[config.mk]
export PLATFORM = sky130hd
export DESIGN_NAME = baccarat_fsm
export DESIGN_NICKNAME = d
export VERILOG_FILES = /design/src/rtl/baccarat_pkg.sv /design/src/rtl/baccarat_fsm_dealer_draw_rule.sv /design/src/rtl/baccarat_fsm.sv
export SDC_FILE = /design/constraint.sdc
export NUM_CORES = 1
export LEC_CHECK = 0
export CAP_MARGIN = 0
export CELL_PAD_IN_SITES_DETAIL_PLACEMENT = 1
export CELL_PAD_IN_SITES_GLOBAL_PLACEMENT = 2
export CORE_AREA = 2 2 50 52
export DETAILED_ROUTE_END_ITERATION = 6
export DIE_AREA = 0 0 52 54
export PLACE_DENSITY = 0.88
export REMOVE_ABC_BUFFERS = 1
export SYNTH_ARGS = -nofsm -noshare
export SYNTH_HDL_FRONTEND = slang
export SYNTH_SLANG_ARGS = --single-unit
export TNS_END_PERCENT = 1
[constraint.sdc]
create_clock -name slow_clock -period 4.9 [get_ports slow_clock]
set_input_delay 1.225 -clock slow_clock [delete_from_list [all_inputs] [get_ports slow_clock]]
set_output_delay 1.225 -clock slow_clock [all_outputs]
set_load 0.1 [all_outputs]
[src/rtl/baccarat_pkg.sv]
// Shared types and card rules for the baccarat controller.
// Ranks 1..13 encode A..K; 0 means an empty card slot.
package baccarat_pkg;

  localparam int RANK_W  = 4;
  localparam int SCORE_W = 4;

  localparam logic [SCORE_W-1:0] NAT_MIN    = 4'd8;
  localparam logic [SCORE_W-1:0] P_DRAW_MAX = 4'd5;

  typedef enum logic [3:0] {
    DEAL_P1,
    DEAL_D1,
    DEAL_P2,
    DEAL_D2,
    CHECK,
    DEAL_P3,
    CHECK_D,
    DEAL_D3,
    DONE
  } state_t;

  function automatic logic [RANK_W-1:0] card_value(
    input logic [RANK_W-1:0] rank
  );
    if (rank >= 4'd1 && rank <= 4'd9)
      return rank;
    return '0;
  endfunction

endpackage

[src/rtl/baccarat_fsm_dealer_draw_rule.sv]
// Dealer third-card rule: dealer score vs player third-card value.
// Scores above 7 never draw.
module dealer_draw_rule
  import baccarat_pkg::*;
(
  input  logic [SCORE_W-1:0] dscore,
  input  logic [RANK_W-1:0]  v,
  output logic               draw
);

  always_comb begin
    draw = 1'b0;
    case (dscore)
      4'd0, 4'd1, 4'd2: draw = 1'b1;
      4'd3: draw = (v != 4'd8);
      4'd4: draw = (v >= 4'd2) && (v <= 4'd7);
      4'd5: draw = (v >= 4'd4) && (v <= 4'd7);
      4'd6: draw = (v >= 4'd6) && (v <= 4'd7);
      default: draw = 1'b0;
    endcase
  end

endmodule

[src/rtl/baccarat_fsm.sv]
// Baccarat game sequencer: card load strobes,
// third-card decisions and win lights.
module baccarat_fsm
  import baccarat_pkg::*;
(
  input  logic               slow_clock,
  input  logic               resetb,
  input  logic [SCORE_W-1:0] pscore,
  input  logic [SCORE_W-1:0] dscore,
  input  logic [RANK_W-1:0]  pcard3,
  output logic               load_pcard1,
  output logic               load_pcard2,
  output logic               load_pcard3,
  output logic               load_dcard1,
  output logic               load_dcard2,
  output logic               load_dcard3,
  output logic               player_win_light,
  output logic               dealer_win_light
);

  state_t            state;
  state_t            state_n;
  logic              d_draw;
  logic [RANK_W-1:0] v;

  assign v = card_value(pcard3);

  dealer_draw_rule u_rule (
    .dscore (dscore),
    .v      (v),
    .draw   (d_draw)
  );

  always_ff @(posedge slow_clock) begin
    if (resetb) state <= DEAL_P1;
    else        state <= state_n;
  end

  always_comb begin
    state_n = state;
    case (state)
      DEAL_P1: state_n = DEAL_D1;
      DEAL_D1: state_n = DEAL_P2;
      DEAL_P2: state_n = DEAL_D2;
      DEAL_D2: state_n = CHECK;
      CHECK: begin
        if (pscore >= NAT_MIN || dscore >= NAT_MIN)
          state_n = DONE;
        else if (pscore <= P_DRAW_MAX)
          state_n = DEAL_P3;
        else if (dscore <= P_DRAW_MAX)
          state_n = DEAL_D3;
        else
          state_n = DONE;
      end
      DEAL_P3: state_n = CHECK_D;
      CHECK_D: state_n = d_draw ? DEAL_D3 : DONE;
      DEAL_D3: state_n = DONE;
      DONE:    state_n = DONE;
      default: state_n = DEAL_P1;
    endcase
  end

  // Reset gates every output, including the DEAL_P1 strobe.
  always_comb begin
    load_pcard1      = 1'b0;
    load_pcard2      = 1'b0;
    load_pcard3      = 1'b0;
    load_dcard1      = 1'b0;
    load_dcard2      = 1'b0;
    load_dcard3      = 1'b0;
    player_win_light = 1'b0;
    dealer_win_light = 1'b0;
    if (!resetb) begin
      case (state)
        DEAL_P1: load_pcard1 = 1'b1;
        DEAL_D1: load_dcard1 = 1'b1;
        DEAL_P2: load_pcard2 = 1'b1;
        DEAL_D2: load_dcard2 = 1'b1;
        DEAL_P3: load_pcard3 = 1'b1;
        DEAL_D3: load_dcard3 = 1'b1;
        DONE: begin
          player_win_light = (pscore >= dscore);
          dealer_win_light = (dscore >= pscore);
        end
        default: ;
      endcase
    end
  end

endmodule

* Word level (Yosys, flattened, before mapping)
Index checks and enable logic that the tools add are counted.
Widths: inputs -> output; s select.
** Storage, ports and cells
- ROM bits :: 0
- Bits of input ports :: 14
- Output and inout bits :: 8
- Memory bits (writable) :: 0
- Bits in registers :: 4
- Latch bits :: 0
- Memories :: 0
** Cells by class
- Magnitude comparators :: 12
- Div/mod/pow operators :: 0
- Muxes and demuxes :: 25
- Reductions and logical operators :: 9
- Bitwise gates (word level) :: 0
- $mul :: 0
- $add $sub $neg :: 0
- Shift-type cells :: 0
- Equality and inequality tests :: 15
** Operators with widths (count)
- $pmux 4 s8 :: 1
- $eq 4x3->1 const B :: 7
- $mux 4 :: 6
- $mux 1 :: 17
- $eq 4x2->1 const B :: 4
- $le 4x3->1 const B :: 3
- $eq 4x1->1 const B :: 2
- $ge 4x3->1 const B :: 2
- $ge 4x4->1 :: 2
- $ge 4x4->1 const B :: 2
- $logic_not 4->1 :: 2
- $pmux 1 s5 :: 1
- $eq 4x4->1 const B :: 1
- $ge 4x1->1 const B :: 1
- $ge 4x2->1 const B :: 1
- $le 4x4->1 const B :: 1
- $logic_and 1x1->1 :: 4
- $ne 4x4->1 const B :: 1
- $reduce_or 3->1 :: 1
- $reduce_or 2->1 :: 1
- $logic_or 1x1->1 :: 1

* Depth between registers and ports, before layout
- Word-level depth :: 9
- Depth in mapped cells :: 6

* Hierarchy
Synthesis repeated with hierarchy kept, for this count alone.
** Unflattened totals
- Cells, all modules :: 75
- Area, all modules :: 521.8 um^2
** Modules (own cells, without submodules)
- baccarat_fsm :: cells each 69, instances 1, area each 469.2 um^2, sequential area each 80.1 um^2
- dealer_draw_rule :: cells each 6, instances 1, area each 52.6 um^2, sequential area each 0.0 um^2

* Worst setup path after synthesis
Ideal clock, no wire load.
- Path type :: in2out
- Start :: input port resetb
- End :: output port load_pcard3
- Path buffers :: 0
- Cell stages on the path :: 3
- Data arrival time :: 3668 ps
- Setup slack :: 7 ps
- Cell sequence :: nor2_1 > nand2_1 > nor3b_1
** Between the ends
- Longest elaborated chain between the ends :: 1
** RTL lines
- from (decl) :: line baccarat_fsm.sv:7 : input logic resetb,
- $mux 1 :: line baccarat_fsm.sv:74 : if (!resetb) begin
- to (decl) :: line baccarat_fsm.sv:13 : output logic load_pcard3,
Every way passes these cells.

* Worst setup path in the final report
- Start :: input port pscore[1]
- End :: output port dealer_win_light
** Between the ends
- Longest elaborated chain between the ends :: 3
** RTL lines
- from (decl) :: line baccarat_fsm.sv:8 : input logic [SCORE_W-1:0] pscore,
- $ge 4x4->1 :: line baccarat_fsm.sv:84 : dealer_win_light = (dscore >= pscore);
- $mux 1 :: line baccarat_fsm.sv:75 : case (state)
- $mux 1 :: line baccarat_fsm.sv:74
- to (decl) :: line baccarat_fsm.sv:18 : output logic dealer_win_light
Every way passes these cells.

==> results.toml <==
[timing]
worst_slew_pin_slew_ns = 0.282
setup_viol = 0
fmax_mhz = 234
rsz0062_at_grt = "no"
finClkSkew_ns = 0.00363
hold_viol = 0
fin_crit_ns = 4.27
fin_crit_sh_pct = 87.1
slew_viol_final = 0
max_slew_margin_pct = 81.0
setup-tns-final_ns = 0
holdWs_ns = 0.515
worst_slack_ns = 0.631

[synth]
synth-seq-cells = 4
ys_warn_count = 0
synth_top_cell_by_area = "dfxtp_1"
synth_cells = 61
ys_top_cells_by_area = "dfxtp_1, ha_1, nand2b_1"
ys_seq_area_share_pct = 17.0
synth.distinct_cells = 32
syn-cell-area_sq_um = 472
postSynthAreaPerCell_sq_um = 7.73
synth_top_area_share_pct = 17.0

[setup_path]
crit_chain = "clkdlybuf4s50_1, inv_1, ha_1, nor2b_1, o21a_1, o21a_1, o31a_2, buf_12"
startpoint_type = "input port"
cp_slowest_cell = "clkdlybuf4s50_1"
cpMostUsedCell = "o21a_1"
reg2reg_from = "state[1]"
worstSetupPathType = "input port to primary output"
crit_path_end_kind = "primary output"
required_ns = 3.67
slowest_delay_ns = 0.49
cp.arrival_ns = 3.04
crit_start = "pscore[1]"
crit_fanout = 2

[placement]
dp_hpwl_um = 1180
dp.cells = 112
port_buffers = 21
pre_cts_ws_ns = 0.624
globalplace.congestion = 0.802

[drt]
drc = 0
vias = 546
drtPass1Iterations = 4
wl_per_cell_um = 11.9
drtIter0Drc = 4
drt_wl_total_um = 1370
ant_nets = 0
viasPerCell = 4.75

[floorplanning]
die_y_um = 54
core-area_sq_um = 2320
initial_core_util_pct = 20.3
dieArea_sq_um = 2810
rows = 18
dieWidth_um = 52
num_io_pins = 22

[clock_network]
ctsHoldBuffers = 0
clk_latency_ns = 0.25
clkTransAtPathRegs_ns = 0.04
cts_buffer_depth = 2
cts_resized = 0
cts_tree = "done"
cts.htree.levels = 1
cts_root_buf = "clkbuf_4"
cts.sinks = 4
cts_buffers = 3
post_cts_buffers = 0

[power_and_ir_drop]
p_leak_nw = 0.290
vdd_ir_drop_max_uv = 70.4
powerDensity_nw_per_um2 = 202
totalPowerFinal_uw = 151

[final_layout]
largest_reg_flops = 4
antennaDiodeCount = 0
syn2layout_area_growth_pct = 58.4
final_cells = 115
biggestRegsByFlops = "state: 4 flops"
layout-drive-gt1-share_pct = 21.2
largest-register = "state"
final_nets = 105
fillCellCount = 286

[global_route]
met1_usage_pct = 12.6
grt_pass1_vias = 544
antenna_found_initial = 0
gr-max-usage-layer = "met2"
grt_use_met2_pct = 19.0
grt_pass1_wl_um = 2320
grt_overflow_total = 0
met3_usage_pct = 3.33
grt_usage_pct = 11.8
grt_max_degree = 9

[hold_path]
hp-class = "register to register"
hp-start = "state[3]"

[job]
maxCapViolCount = 0

[outcome]
status = "finished clean"
==> power by group <==
part | internal [mW] | switching (mW) | total (mW) | leakage (nW)
clock network | 0.0275 | 0.0152 | 0.0427 | 0.0138
logic | 0.0264 | 0.0413 | 0.0677 | 0.244
registers | 0.0355 | 0.00481 | 0.0403 | 0.0329
total | 0.0895 | 0.0613 | 0.151 | 0.290
==> cell usage in the layout, fill, tap and decap left out, types with 2 or more instances in the layout <==
cell type / n
clkdlybuf4s50_1: 13
nor2_1: 8
nand2_1: 6
buf_4: 6
nand2b_1: 5
inv_1: 4
ha_1: 4
dfxtp_1: 4
o21a_1: 3
clkbuf_4: 3
nor2b_1: 2
a21oi_1: 2
buf_12: 2
==> final cells by class <==
| cell class | instances | area [sq um] | area share, % |
|---|---|---|---|
| clock buffers | 3 | 22.5 | 3.02 |
| inverters | 4 | 15.0 | 2.01 |
| multi-input cells | 53 | 377 | 50.4 |
| repair buffers | 21 | 215 | 28.8 |
| well taps | 30 | 37.5 | 5.03 |
| flip-flops and latches | 4 | 80.1 | 10.7 |
==> cells by family (layout without fill, tap and decap cells) <==
family	after synthesis	count (layout)	synth area share [%]
simple gates	32	32	41.1
compound gates	17	17	28.1
fa+ha+maj	4	4	10.6
flops	4	4	17.0
buf+inv	4	28	3.18
==> metrics by stage <==
stage	instance area (sq um)	util [%]
2_1_floorplan	472	-
3_3_place_gp	724	31.2
3_5_place_dp	724	31.2
4_1_cts	747	32.2
5_1_grt	747	32.2
6_report	747	32.2
==> synth_stat cells (all sizes together) <==
library cell	n
nor3	2
nor3b	2
a211oi	1
o22ai	1
o221ai	1
o21ai	3
o2bb2ai	1
nand3b	1
nand4	1
o41ai	1
nand2	6
a41oi	1
and4	1
or2	1
nand3	1
a21oi	2
o31a	1
a31oi	1
nor2	8
or3	1
o21a	3
nor2b	2
dfxtp	4
inv	4
or3b	1
o311ai	1
ha	4
nand2b	5
==> per-layer routing <==
metal	wire, um	share of wire [%]
met1	599	44
met2	636	47
met3	88	6.4
met4	42	3.1
met5	0	0
==> final timing paths <==
check,end,slack [ns],cells after the start
max,dealer_win_light,0.63,8
min,state[0],0.52,1
max reg2reg,state[0],3.72,4
min reg2reg,state[0],0.52,1
==> critical path, delay by kind of cell <==
| family | cells | cell delay [ns] |
|---|---|---|
| fa+ha+maj | 1 | 0.30 |
| simple gates | 1 | 0.13 |
| compound gates | 3 | 0.67 |
| buf+inv | 3 | 0.73 |
Power figures use the tool's default switching activity.
